<file path="src/rtl/div_pkg.sv">
// Shared definitions for the multicycle signed divider: FSM encoding,
// loop length and small two's-complement magnitude helpers.
package div_pkg;

    typedef enum logic [1:0] {
        IDLE = 2'd0,
        RUN  = 2'd1,
        FIX  = 2'd2
    } state_t;

    localparam int DIV_STEPS = 32;
    localparam int CNT_W     = 5;

    // Count value of the final shift-subtract step
    localparam logic [CNT_W-1:0] LAST_STEP = CNT_W'(DIV_STEPS - 1);

    // Magnitude of a 32-bit two's-complement word; 0x80000000 maps to 2^31
    function automatic logic [31:0] mag32(input logic [31:0] v);
        return v[31] ? (~v + 32'd1) : v;
    endfunction

    // Conditional 32-bit two's-complement negation
    function automatic logic [31:0] neg_if(input logic neg, input logic [31:0] v);
        return neg ? (~v + 32'd1) : v;
    endfunction

endpackage

</file>
<file path="src/rtl/div_step.sv">
// One restoring shift-subtract step on unsigned magnitudes.
// The remainder is widened by one bit so the trial subtraction's sign
// bit tells whether the shifted remainder covers the divisor.
module div_step
    import div_pkg::*;
#(
    parameter int WIDTH = 32
) (
    input  logic [WIDTH-1:0] rem,
    input  logic [WIDTH-1:0] quo,
    input  logic [WIDTH-1:0] divisor,
    output logic [WIDTH-1:0] rem_next,
    output logic [WIDTH-1:0] quo_next
);

    logic [WIDTH:0] rem_shifted;
    logic [WIDTH:0] trial;

    // Shift {rem, quo} left, try the subtraction, restore on borrow
    always_comb begin
        rem_shifted = {rem, quo[WIDTH-1]};
        trial       = rem_shifted - {1'b0, divisor};
        if (!trial[WIDTH]) begin
            rem_next = trial[WIDTH-1:0];
            quo_next = {quo[WIDTH-2:0], 1'b1};
        end else begin
            rem_next = rem_shifted[WIDTH-1:0];
            quo_next = {quo[WIDTH-2:0], 1'b0};
        end
    end

endmodule

</file>
<file path="src/rtl/div_unit.sv">
// Multicycle signed divider for DIV: quotient to LO, remainder to HI.
// Operates on magnitudes for 32 steps, then fixes signs in one cycle.
// Divide-by-zero is answered straight from IDLE without touching HI/LO.
module div_unit
    import div_pkg::*;
#(
    parameter int WIDTH = 32
) (
    input  logic             clk,
    input  logic             reset,
    input  logic             start,
    input  logic [WIDTH-1:0] dividend,
    input  logic [WIDTH-1:0] divisor,
    output logic             busy,
    output logic             done,
    output logic             div_zero,
    output logic [WIDTH-1:0] hi,
    output logic [WIDTH-1:0] lo
);

    state_t             state_reg;
    state_t             state_next;
    logic [CNT_W-1:0]   count_reg;
    logic [WIDTH-1:0]   rem_reg;
    logic [WIDTH-1:0]   quo_reg;
    logic [WIDTH-1:0]   dvsr_reg;
    logic [WIDTH-1:0]   rem_step;
    logic [WIDTH-1:0]   quo_step;
    logic               sign_q_reg;
    logic               sign_r_reg;
    logic [WIDTH-1:0]   hi_reg;
    logic [WIDTH-1:0]   lo_reg;
    logic               done_reg;
    logic               div_zero_reg;

    logic               busy_c;
    logic               load_c;
    logic               zero_c;
    logic               step_c;
    logic               finish_c;

    div_step #(.WIDTH(WIDTH)) u_step (
        .rem      (rem_reg),
        .quo      (quo_reg),
        .divisor  (dvsr_reg),
        .rem_next (rem_step),
        .quo_next (quo_step)
    );

    // State register
    always_ff @(posedge clk or posedge reset) begin
        if (reset) state_reg <= IDLE;
        else       state_reg <= state_next;
    end

    // Next-state logic: zero divisor never leaves IDLE
    always_comb begin
        state_next = state_reg;
        case (state_reg)
            IDLE:    if (start && (divisor != '0)) state_next = RUN;
            RUN:     if (count_reg == LAST_STEP)   state_next = FIX;
            FIX:     state_next = IDLE;
            default: state_next = IDLE;
        endcase
    end

    // Decoded controls; start is only honoured in IDLE
    always_comb begin
        busy_c   = (state_reg != IDLE);
        load_c   = (state_reg == IDLE) && start && (divisor != '0);
        zero_c   = (state_reg == IDLE) && start && (divisor == '0);
        step_c   = (state_reg == RUN);
        finish_c = (state_reg == FIX);
    end

    // Datapath: operand capture, iteration, sign fix-up and result registers
    always_ff @(posedge clk or posedge reset) begin
        if (reset) begin
            count_reg    <= '0;
            rem_reg      <= '0;
            quo_reg      <= '0;
            dvsr_reg     <= '0;
            sign_q_reg   <= 1'b0;
            sign_r_reg   <= 1'b0;
            hi_reg       <= '0;
            lo_reg       <= '0;
            done_reg     <= 1'b0;
            div_zero_reg <= 1'b0;
        end else begin
            done_reg     <= finish_c | zero_c;
            div_zero_reg <= zero_c;
            if (load_c) begin
                sign_q_reg <= dividend[WIDTH-1] ^ divisor[WIDTH-1];
                sign_r_reg <= dividend[WIDTH-1];
                quo_reg    <= mag32(dividend);
                dvsr_reg   <= mag32(divisor);
                rem_reg    <= '0;
                count_reg  <= '0;
            end
            if (step_c) begin
                rem_reg   <= rem_step;
                quo_reg   <= quo_step;
                count_reg <= count_reg + CNT_W'(1);
            end
            if (finish_c) begin
                lo_reg <= neg_if(sign_q_reg, quo_reg);
                hi_reg <= neg_if(sign_r_reg, rem_reg);
            end
        end
    end

    assign busy     = busy_c;
    assign done     = done_reg;
    assign div_zero = div_zero_reg;
    assign hi       = hi_reg;
    assign lo       = lo_reg;

endmodule

</file>
<file path="config.mk">
export PLATFORM = sky130hd
export DESIGN_NAME = div_unit
export DESIGN_NICKNAME = d
export VERILOG_FILES = /design/src/rtl/div_pkg.sv /design/src/rtl/div_step.sv /design/src/rtl/div_unit.sv
export SDC_FILE = /design/constraint.sdc
export NUM_CORES = 1
export LEC_CHECK = 0
export CAP_MARGIN = 10
export CORE_ASPECT_RATIO = 1.75
export CORE_MARGIN = 2
export CORE_UTILIZATION = 42
export DETAILED_ROUTE_END_ITERATION = 10
export HOLD_SLACK_MARGIN = 0.15
export SYNTH_ARGS = -nofsm -noshare
export SYNTH_HDL_FRONTEND = slang
export SYNTH_SLANG_ARGS = --single-unit
</file>
<file path="constraint.sdc">
create_clock -name clk -period 5.9 [get_ports clk]
set_input_delay 0.885 -clock clk [delete_from_list [all_inputs] [get_ports clk]]
set_output_delay 0.885 -clock clk [all_outputs]
set_load 0.02 [all_outputs]
</file>
Yosys cells after proc, flatten, opt, wreduce, memory -nomap -nowiden
Cells that the tools add are included.
Widths: inputs -> output; s select.

storage, ports and cells
  register bits = 171
  logic and storage cells = 53

cells by class
  $add $sub $neg = 6
  equality and inequality tests = 5
  muxes and demuxes = 15
  bitwise gates (word level) = 6
  reductions and logical operators = 10

operators with widths
  cell                   count
  $mux 32                9
  $add 32x1->32 const B  4
  $not 32->32            4
  $sub 33x32->33         1
  $logic_not 32->1       1
  $reduce_bool 32->1     1
  $mux 5                 2
  $add 5x1->5 const B    1
  $eq 5x5->1 const B     1
  $logic_and 1x1->1      4
  $mux 2                 2
  $pmux 2 s2             1
  $reduce_bool 2->1      2
  $eq 2x1->1 const B     1
  $eq 2x2->1 const B     1
  $logic_not 2->1        1
  $ne 2x1->1 const B     1
  $ne 2x2->1 const B     1
  $reduce_and 2->1       1
  $mux 1                 1
  $or 1x1->1             1
  $xor 1x1->1            1

Logic depth before layout (Yosys ltp)
  depth after elaboration = 5
  gate-level depth with buffers = 14
  depth with buffers taken out = 13

Modules after synthesis
A second synthesis with hierarchy kept.

unflattened totals
  cells, all modules = 1361
  area total of the unflattened synthesis = 11683.7 um2

by module, submodules not included
  module    times used  cells each  area each (um2)  seq. area each (um2)
  div_unit  1           1024        9085.0           4279.1
  div_step  1           337         2598.7           0.0

Least setup slack after synthesis
No wires, ideal clock.

  path type = register to register
  start = register quo_reg[31]
  end = register rem_reg[21]
  setup time = 87 ps
  data arrival time = 3127 ps
  required time = 5813 ps
  slack = 2686 ps
  stages on the path, launching flop included = 15
  path buffers = 1
  clock period less this slack = 3214 ps
  path through = dfrtp_1 inv_1 ha_1 fa_1 nor2b_1 o21ai_1 a21oi_2 o21ai_1 or4_4 a21o_1 a221oi_2 buf_4 nor3b_1 mux2i_1 o211ai_1

on the way
  longest elaborated chain between the ends = 3

RTL lines
  item                    RTL line         source
  from (decl)             div_unit.sv:25   logic [WIDTH-1:0] quo_reg;
  from (signal assigned)  div_unit.sv:95   quo_reg <= mag32(dividend);
  from (signal assigned)  div_unit.sv:102  quo_reg <= quo_step;
  $sub 33x32->33          div_step.sv:22   trial = rem_shifted - {1'b0, divisor};
  $mux 32                 div_step.sv:23   if (!trial[WIDTH]) begin
  $mux 32                 div_unit.sv:100  if (step_c) begin
  to (signal assigned)    div_unit.sv:101  rem_reg <= rem_step;
  to (decl)               div_unit.sv:24   logic [WIDTH-1:0] rem_reg;

Every way passes these cells.
A chain may end at the register's enable or synchronous reset.

Worst setup path in the final report
  start = input port divisor[22]
  end = register quo_reg[27]

on the way
  longest elaborated chain between the ends = 3

RTL lines
  item                         RTL line        source
  from (decl)                  div_unit.sv:13  input logic [WIDTH-1:0] divisor,
  $reduce_bool 32->1           div_unit.sv:70  load_c = (state_reg == IDLE) && start && (divisor != '0);
  $logic_and 1x1->1            div_unit.sv:70
  $reduce_bool 2->1 (no line)  -

Every way passes these cells.

==> run metrics <==
outcome complete, no violations; gpl congestion between 0.8 and 0.9; min-delay worst type flop to flop; peak supply drop 248 uV; Seq/Total Area, Yosys 39.4%; EDFF count, synth 0; RSZ-0062 raised after global routing no; clk_skew 0.0107 ns; boundary pin count 134; top-count cell post-synth dfrtp_1; area grow syn2layout 19.7%; final hold slack 0.476 ns; first-pass GRT wire length 44.4 mm; Setup crit start kind input pin; main combinational cell family by area after synthesis compound AO/OA/AOI/OAI gates; row count 77; syn avg cell area 8.88 sq um; DIE WIDTH 126 um; initial antenna violation count 0; Port Buffers ~130; n_diodes 0; Max H-tree Level 4; CP Class input pin to flop; final core utilization about half; Netlist cell types 66; Post-CTS Setup Inserts 0; Final TNS setup 0 ns; post-place setup slack between 1 and 1.5 ns; leakage 5.64 nW; async set-reset flop share out of synthesis 100%; Resized Gates After CTS 0; number of global-route vias before repair between 8000 and 9000; Fmax 252 MHz; post-synthesis xor/xnor area fraction a little under an eighth; Iter 0 DRT Violations 399; Ys Warns 0; top cells by count, synth dfrtp_1 (171), nand2_1 (170), xor2_1 (113), o21ai_0 (111), nor2_1 (66); Seq cells post-synth roughly 170; layout cell share with drive strength beyond 1 5.17%; CTS tree built; drc violations 0; Fin. Hold Viols 0; max-slew violations 0; Root Buffer Master clkbuf_16; share of the synthesized area in the top cell type 39.4%; Initial Utilization 42.9%; first drt pass iteration count 5; hold buffer count at CTS 0; clk slew on worst S/H paths 0.06 ns; adder-cell share of the synthesized area 4.56%; netlist area before placement 10900 sq um; nets@finish 1427; Slew headroom ~20%; compound-gate portion of the synthesized area about a fifth; Period Utilization, post-route about two thirds; Worst Path Arrival 4.33 ns; clk_lat worst skew 0.44 ns; Top FF cell, synth dfrtp_1; setup ws final 1.93 ns; clock buffer count from CTS 17; die area 27200 sq um; Via density 5.41; maxcap violations 0; final setup fails 0; Final HPWL DP 20.1 mm; Mapped Cells 1223; highest net fanout along the worst path 34; Total Wirelength 26.6 mm; gr usage total 20.1%; FF-to-FF Start quo_reg[31]; Antenna Nets Post-Route 0; syn_nets between 1000 and 1500; Hold Startpoint lo[21]; die height 217 um; Power Dens Cells 554 nW/um^2; largest net degree at the start of global routing a little under 100; Worst Setup SP divisor[22]; clock sink count 171; grt total ovfl 0; top cells by area, synth dfrtp_1 (39%), xor2_1 (9.1%), nand2_1 (5.9%); Setup crit end kind flop; Clock Path Buffers 2; crit path time final around 4.0 ns; mux contribution to synthesized area 2.59%; CORE AREA roughly 25000 sq um; CP required 6.26 ns; Simple-Gate Fraction of Synth Area 17.0%; Slew @ Worst Pin 1.20 ns; area leader, netlist dfrtp_1; WL/cell about 16 um; via count 8933
==> final timing paths <==
kind                           endpoint  slack (ns)  cells past startpoint
max in group asynchronous  dvsr_reg[16]        3.78                      3
max reg2reg                 rem_reg[21]        2.05                     14
max                         quo_reg[27]        1.93                     11
min in group asynchronous   quo_reg[25]        0.98                      2
min                              lo[21]        0.48                      2
min reg2reg                      lo[21]        0.48                      2
==> placed cells by master (no fill, tap or decap), drive strengths merged, types with 6 or more instances in the layout <==
master / instances
o21ai: 176
nor4: 9
a21o: 13
or3: 16
clkbuf: 22
clkdlybuf4s50: 133
xor2: 113
mux2i: 27
o31ai: 37
buf: 9
nand3: 35
a31oi: 8
a221o: 24
dfrtp: 171
xnor2: 35
nand2: 170
ha: 38
inv: 46
a21oi: 40
o41ai: 19
nor2: 67
and2: 7
nor3: 10
nand2b: 16
or4: 18
and3: 6
nor2b: 11
==> power by group <==
part           internal [mW]  total, mW  leakage (nW)  switching, mW
combinational           1.78       3.88          3.37           2.10
clock                  0.656       1.13         0.274          0.470
sequential              1.63       2.19          2.00          0.559
==> through the flow <==
stage	std cells	cell area, sq um	total power, mW
2_1_floorplan	1223	10900	5.15
3_3_place_gp	1618	12400	6.03
3_5_place_dp	1618	12400	6.13
4_1_cts	1650	13000	7.27
5_1_grt	1650	13000	7.86
6_report	1650	13000	7.20
==> layer usage <==
layer	routed length [um]	vias to the layer above	track usage (%)
li1	-	4546	-
met1	10700	4196	22.4
met2	14500	157	38.2
met3	732	34	2.96
met4	628	0	7.26
met5	0	-	0
==> cells by family (layout without fill, tap and decap cells) <==
| group | after synthesis | after routing |
|---|---|---|
| muxes | 28 | 28 |
| xor gates and xnor gates | 148 | 148 |
| adders and majority gates | 39 | 39 |
| buffers and inverters | 109 | 220 |
| DFF | 171 | 171 |
| and+or+nand+nor | 381 | 381 |
| AOI/OAI and AO/OA | 347 | 347 |
==> layout make-up <==
class / count / area, sq um
fill: 2423 / 12300
multi-input combinational: 943 / 6150
sequential: 171 / 4280
timing repair buffer: 142 / 1410
clock buffer: 22 / 474
tap: 316 / 395
inverter: 46 / 178
clock inverter: 10 / 116
==> worst max-delay path, stage by stage <==
cell and delay (ns):
clkdlybuf4s50_1 0.46, or4_4 0.58, nor4_2 0.25, nand2_1 0.12
or4_4 0.44, nor4_2 0.24, or2_4 0.43, and2_1 0.30
buf_4 0.38, a22oi_1 0.11, o21ai_1 0.11
(Power assumes the default switching activity.)
